### config.mk
export PLATFORM = sky130hd
export DESIGN_NAME = uart_rx_to_ram
export DESIGN_NICKNAME = d
export VERILOG_FILES = /design/src/rtl/uart_rx_pkg.sv /design/src/rtl/uart_rx_byte.sv /design/src/rtl/uart_rx_to_ram.sv
export SDC_FILE = /design/constraint.sdc
export NUM_CORES = 1
export LEC_CHECK = 0
export CAP_MARGIN = 20
export CORE_MARGIN = 3
export CORE_UTILIZATION = 60
export DETAILED_ROUTE_END_ITERATION = 7
export PLACE_DENSITY = 0.89
export SYNTH_ARGS = -nofsm -noshare
export SYNTH_HDL_FRONTEND = slang
export SYNTH_SLANG_ARGS = --single-unit
### constraint.sdc
create_clock -name clk -period 4.2 [get_ports clk]
set_input_delay 0.84 -clock clk [delete_from_list [all_inputs] [get_ports clk]]
set_output_delay 0.84 -clock clk [all_outputs]
set_load 0.01 [all_outputs]
### src/rtl/uart_rx_pkg.sv
// Shared definitions for the UART-to-RAM loader: receiver state encoding
// and the fixed byte, address and word widths.
package uart_rx_pkg;

  localparam int DATA_BITS = 8;
  localparam int ADDR_W    = 6;
  localparam int WORD_W    = 16;

  typedef enum logic [1:0] {
    IDLE  = 2'd0,
    START = 2'd1,
    DATA  = 2'd2,
    STOP  = 2'd3
  } rx_state_e;

endpackage

### src/rtl/uart_rx_byte.sv
// UART byte receiver: 2-flop input synchronizer, mid-bit sampling FSM and
// optional even-parity check (enabled by defining UART_RX_PARITY_EN).
//
// state | meaning
// IDLE  | line idle, waiting for a falling edge
// START | half a bit in; low confirms a start bit, high is a glitch
// DATA  | sampling 8 data bits LSB first, one per bit period
// STOP  | (parity bit, if enabled, then) stop bit; after a bad frame,
//       | held here until the line is seen high again
module uart_rx_byte
  import uart_rx_pkg::*;
#(
  parameter int CLKS_PER_BIT = 868
) (
  input  logic                 clk,
  input  logic                 reset,
  input  logic                 uart_rx,
  output logic                 byte_valid,
  output logic [DATA_BITS-1:0] byte_data,
  output logic                 frame_error
);

  localparam int CNT_W = $clog2(CLKS_PER_BIT);
  localparam logic [CNT_W-1:0] FULL_M1 = CNT_W'(CLKS_PER_BIT - 1);
  localparam logic [CNT_W-1:0] HALF_M1 = CNT_W'(CLKS_PER_BIT / 2 - 1);

  logic rx_meta, rx_sync, rx_prev;

  rx_state_e            state_q, state_d;
  logic [CNT_W-1:0]     cnt_q, cnt_d;
  logic [2:0]           bit_idx_q, bit_idx_d;
  logic [DATA_BITS-1:0] shift_q, shift_d;
  logic                 hold_q, hold_d;
  logic                 valid_q, valid_d;
  logic                 ferr_q, ferr_d;
  logic                 tick;
  logic                 stop_ok;
`ifdef UART_RX_PARITY_EN
  logic                 par_phase_q, par_phase_d;
  logic                 par_ok_q, par_ok_d;
`endif

  assign tick        = (cnt_q == '0);
  assign byte_valid  = valid_q;
  assign byte_data   = shift_q;
  assign frame_error = ferr_q;

  // Resynchronize the serial line; reset to idle-high so no false edge appears.
  always_ff @(posedge clk or negedge reset) begin
    if (!reset) begin
      rx_meta <= 1'b1;
      rx_sync <= 1'b1;
      rx_prev <= 1'b1;
    end else begin
      rx_meta <= uart_rx;
      rx_sync <= rx_meta;
      rx_prev <= rx_sync;
    end
  end

  // Receiver state and datapath registers.
  always_ff @(posedge clk or negedge reset) begin
    if (!reset) begin
      state_q   <= IDLE;
      cnt_q     <= '0;
      bit_idx_q <= '0;
      shift_q   <= '0;
      hold_q    <= 1'b0;
      valid_q   <= 1'b0;
      ferr_q    <= 1'b0;
`ifdef UART_RX_PARITY_EN
      par_phase_q <= 1'b0;
      par_ok_q    <= 1'b0;
`endif
    end else begin
      state_q   <= state_d;
      cnt_q     <= cnt_d;
      bit_idx_q <= bit_idx_d;
      shift_q   <= shift_d;
      hold_q    <= hold_d;
      valid_q   <= valid_d;
      ferr_q    <= ferr_d;
`ifdef UART_RX_PARITY_EN
      par_phase_q <= par_phase_d;
      par_ok_q    <= par_ok_d;
`endif
    end
  end

  // Next-state logic; sampling happens when the bit timer reaches zero.
  always_comb begin
    state_d   = state_q;
    cnt_d     = cnt_q;
    bit_idx_d = bit_idx_q;
    shift_d   = shift_q;
    hold_d    = hold_q;
    valid_d   = 1'b0;
    ferr_d    = 1'b0;
    stop_ok   = 1'b0;
`ifdef UART_RX_PARITY_EN
    par_phase_d = par_phase_q;
    par_ok_d    = par_ok_q;
`endif
    case (state_q)
      IDLE: begin
        if (rx_prev && !rx_sync) begin
          state_d = START;
          cnt_d   = HALF_M1;
        end
      end
      START: begin
        if (tick) begin
          if (rx_sync) begin
            state_d = IDLE;
          end else begin
            state_d   = DATA;
            cnt_d     = FULL_M1;
            bit_idx_d = '0;
          end
        end else begin
          cnt_d = cnt_q - 1'b1;
        end
      end
      DATA: begin
        if (tick) begin
          shift_d = {rx_sync, shift_q[DATA_BITS-1:1]};
          cnt_d   = FULL_M1;
          if (bit_idx_q == 3'd7) begin
            state_d = STOP;
`ifdef UART_RX_PARITY_EN
            par_phase_d = 1'b1;
`endif
          end else begin
            bit_idx_d = bit_idx_q + 1'b1;
          end
        end else begin
          cnt_d = cnt_q - 1'b1;
        end
      end
      STOP: begin
        if (hold_q) begin
          if (rx_sync) begin
            state_d = IDLE;
            hold_d  = 1'b0;
          end
        end else if (tick) begin
`ifdef UART_RX_PARITY_EN
          if (par_phase_q) begin
            // Even parity: the parity bit equals the XOR of the data bits.
            par_phase_d = 1'b0;
            par_ok_d    = (rx_sync == ^shift_q);
            cnt_d       = FULL_M1;
          end else begin
            stop_ok = rx_sync && par_ok_q;
`else
          begin
            stop_ok = rx_sync;
`endif
            if (stop_ok) begin
              valid_d = 1'b1;
              state_d = IDLE;
            end else begin
              ferr_d = 1'b1;
              if (rx_sync) state_d = IDLE;
              else         hold_d  = 1'b1;
            end
          end
        end else begin
          cnt_d = cnt_q - 1'b1;
        end
      end
      default: state_d = IDLE;
    endcase
  end

endmodule

### src/rtl/uart_rx_to_ram.sv
// Loads a RAM from a UART byte stream: two bytes per word (big-endian),
// sequential addresses from 0, sticky load_done after WORD_COUNT words.
// Optional even parity on the serial frames via UART_RX_PARITY_EN.
module uart_rx_to_ram
  import uart_rx_pkg::*;
#(
  parameter int CLKS_PER_BIT = 868,
  parameter int WORD_COUNT   = 64
) (
  input  logic              clk,
  input  logic              reset,
  input  logic              uart_rx,
  output logic              enable_to_ram,
  output logic              write_enable_to_ram,
  output logic [ADDR_W-1:0] address_to_ram,
  output logic [WORD_W-1:0] data_to_ram,
  output logic              load_done,
  output logic              frame_error
);

  localparam logic [ADDR_W-1:0] LAST_ADDR = ADDR_W'(WORD_COUNT - 1);

  logic                 byte_valid;
  logic [DATA_BITS-1:0] byte_data;
  logic                 byte_ferr;

  logic                 hi_pending_q;
  logic [DATA_BITS-1:0] hi_byte_q;
  logic                 we_q;
  logic [ADDR_W-1:0]    addr_q;
  logic [WORD_W-1:0]    data_q;
  logic                 done_q;

  uart_rx_byte #(
    .CLKS_PER_BIT(CLKS_PER_BIT)
  ) u_rx (
    .clk        (clk),
    .reset      (reset),
    .uart_rx    (uart_rx),
    .byte_valid (byte_valid),
    .byte_data  (byte_data),
    .frame_error(byte_ferr)
  );

  assign enable_to_ram       = we_q;
  assign write_enable_to_ram = we_q;
  assign address_to_ram      = addr_q;
  assign data_to_ram         = data_q;
  assign load_done           = done_q;
  // Once loading is complete, rejected bytes are ignored silently too.
  assign frame_error         = byte_ferr & ~done_q;

  // Word assembly, write strobe, address advance and completion flag.
  always_ff @(posedge clk or negedge reset) begin
    if (!reset) begin
      hi_pending_q <= 1'b0;
      hi_byte_q    <= '0;
      we_q         <= 1'b0;
      addr_q       <= '0;
      data_q       <= '0;
      done_q       <= 1'b0;
    end else begin
      we_q <= 1'b0;
      if (we_q) begin
        // The final address is held rather than wrapped back to 0.
        if (addr_q == LAST_ADDR) done_q <= 1'b1;
        else                     addr_q <= addr_q + 1'b1;
      end
      if (!done_q) begin
        if (byte_ferr) begin
          hi_pending_q <= 1'b0;
        end else if (byte_valid) begin
          if (!hi_pending_q) begin
            hi_byte_q    <= byte_data;
            hi_pending_q <= 1'b1;
          end else begin
            data_q       <= {hi_byte_q, byte_data};
            we_q         <= 1'b1;
            hi_pending_q <= 1'b0;
          end
        end
      end
    end
  end

endmodule

==> metrics.txt <==
Compound-Gate Fraction of Synth Area around an eighth; post-CTS repair timing setup buffer count 0; Layout Skew roughly 0.010 ns; CTS Buf Count 9; fmax 416 MHz; Max-cap violations 0; hold_ws 0.353 ns; Core Util, Final 77.5%; Synth Area in Simple Gates between 10% and 20%; antenna viol nets, final 0; dpl ws 2.02 ns; Worst Setup Path Type flip-flop to output pin; worst-case reg-to-reg path depth 6; total gr overflow 0; critical path data required time 3.36 ns; Yosys cell types 54; buffer type at the clock tree root clkbuf_8; CP Launch Type flip-flop; area delta synth->final 19.7%; crit-path cells nor2b_1 -> clkdlybuf4s50_1; DR iter-0 viols 104; CTS hold repair buffers 0; Post-synth EDFFs 0; hold crit path type flip-flop to flip-flop; VDD IR max 0.373 mV; DP HPWL around 3700 um; number of remaining DRC errors 0; slew of the pin with the lowest slew margin 1.01 ns; Avg WL per Cell 15.7 um; iteration count of the initial detailed-routing pass 4; crit end category output pin; clock latency at the later pin of the worst-skew pair 0.35 ns; PwrDens 552 nW/um2; Slowest Stage Delay on Critical Path 0.56 ns; period utilization between 50% and 60%; I/O pin total 29; Placed Area 3270 um2; Vias 2,007; R2R Setup Slk 1.99 ns; RSZ-0062 raised after global routing false; PortBufs 28; Max stage delay cell, worst path clkdlybuf4s50_1; CP bufs+invs 1; RR Startpoint u_rx.cnt_q[0]$_DFFE_PN0P_; Lkg Pwr 1.68 nW; PostCTS Resize Cnt 0; post-synthesis mux area share 14.2%; Critical Path Fanout Max 7; FF+latch count, synth 62; Hold Path Origin u_rx.rx_meta$_DFF_PN1_; r2r endpoint u_rx.cnt_q[1]$_DFFE_PN0P_; gpl congestion between 0.8 and 0.9; final worst setup slack 1.80 ns; Placeable Area roughly 4500 um2; cell area after synthesis 2940 um2; CTS tree built; Starting Density 64.8%; largest net degree at the start of global routing 37; largest family of logic cells by synthesized area multiplexers; sequential-to-total area share from yosys stat 53.0%; syn_area_per_cell 12.2 um2; outcome finished, final reports clean; share of cells above drive strength 1 24.3%; final setup fails 0; Fin. Hold Viols 0; initial antenna violation count 0; clk slew on worst S/H paths 0.07 ns; final worst path period need 2.40 ns; Layout Nets around 290; Hold EP u_rx.rx_sync$_DFF_PN1_; clock tree sinks 62; Top Family by Delay on Critical Path buffers and inverters; Hold Crit Depth 0; Avg Vias per Cell 5.82; Post-Syn Nets 252; die area 5770 um2; Async SR Flop Fraction 100%; first-pass GRT wire length 9440 um; vias in the first global route 1,994; diode count 0; Post-Synth Adder-Cell Area ~3.8%; Max Transition Viols Final 0; relative slew slack 32.4%; chip height around 76 um; Post-Synthesis Cells 240; # rows 24; Top FF cell, synth dfrtp_1; Ys Warns 0; post-route cell area 3520 um2; Setup TNS 0 ns; final wirelength 5420 um; clk buf depth 2; Arr. time, crit path 1.56 ns; Die X 76.0 um; overall routing resource usage 20.8%; XOR/XNOR Fraction of Synth Area under 10%; H-Tree Depth 3
stage by stage:
| stage | power [mW] | std cells |
|---|---|---|
| 2_1_floorplan | 1.22 | 240 |
| 3_3_place_gp | 1.32 | 328 |
| 3_5_place_dp | 1.35 | 328 |
| 4_1_cts | 1.95 | 344 |
| 5_1_grt | 2.07 | 345 |
| 6_report | 1.94 | 345 |
area by class of cell:
type,count,area [um2]
timing repair buffer,30,294
fill,288,1020
clock buffer,11,151
clock inverter,5,81.3
tap,65,81.3
multi-input combinational,159,1300
inverter,13,48.8
sequential,62,1560
how the worst max path moves through the flow:
stage | slack [ns] | startpoint | endpoint | cells past startpoint
5_1_grt | 1.71 | load_done$_DFFE_PN0P_ | frame_error | 2
4_1_cts | 1.76 | load_done$_DFFE_PN0P_ | frame_error | 2
6_report | 1.80 | load_done$_DFFE_PN0P_ | frame_error | 2
3_3_place_gp | 2.13 | u_rx.cnt_q[0]$_DFFE_PN0P_ | u_rx.cnt_q[1]$_DFFE_PN0P_ | 6
2_1_floorplan | 2.29 | u_rx.cnt_q[0]$_DFFE_PN0P_ | u_rx.byte_data[0]$_DFFE_PN0P_ | 6
3_5_place_dp | 2.02 | u_rx.cnt_q[0]$_DFFE_PN0P_ | u_rx.cnt_q[1]$_DFFE_PN0P_ | 6
kinds of logic (layout without fill, tap and decap cells):
logic type	after synthesis	count (layout)
compound gates	50	50
xor+xnor	4	4
fa+ha+maj	9	9
buf+inv	19	59
flops	62	62
mux	35	35
simple gates	61	61
worst register-to-register path, stage by stage (launching register included):
cell and delay [ns]:
dfrtp_1 0.42, inv_1 0.10, ha_1 0.16, nor4b_2 0.36, a31oi_1 0.22, o21ai_4 0.47, mux2_1 0.38
synthesized netlist by cell type, drive strengths merged, types with 4 or more instances:
master | n | area [um2]
a21oi | 8 | 40.0
a22o | 5 | 46.3
a31oi | 5 | 31.3
and2 | 4 | 25.0
dfrtp | 59 | 1480
ha | 9 | 113
inv | 13 | 48.8
mux2 | 33 | 398
nand2 | 14 | 60.1
nand3 | 5 | 25.0
nor2 | 10 | 37.5
nor3 | 8 | 51.3
nor4 | 4 | 37.5
o21ai | 13 | 76.3
state kept, by name, indices dropped and copies added, names as in the netlist, 3 cells and up, named ones only:
name            count
address_to_ram      6
data_to_ram        16
hi_byte_q           8
u_rx.bit_idx_q      3
u_rx.byte_data      8
u_rx.cnt_q         10
power breakdown:
part           internal [mW]  switching (mW)  total [mW]  leakage, nW
clock                  0.366           0.230       0.596        0.116
combinational          0.246           0.366       0.611        0.724
sequential             0.658          0.0751       0.733        0.838
total                   1.27           0.671        1.94         1.68
placed cells by master (no fill, tap or decap), types with 4 or more instances in the layout:
cell type        instances
dfrtp_1                 59
clkdlybuf4s50_1         27
mux2_2                  25
inv_1                   13
nand2_1                 13
clkbuf_8                11
nor2_1                  10
ha_1                     9
a21oi_1                  8
nor3_1                   7
o21ai_1                  7
mux2_4                   7
a31oi_1                  5
o21ai_0                  5
nand3_1                  5
and2_1                   4
per-layer routing:
layer | up-vias | routed length, um | global-route usage, %
li1 | 952 | - | -
met1 | 1008 | 2430 | 25.9
met5 | - | 0 | 0
met3 | 10 | 212 | 7.35
met4 | 0 | 97 | 7.43
met2 | 37 | 2680 | 33.8
Power figures use the tool's default switching activity.
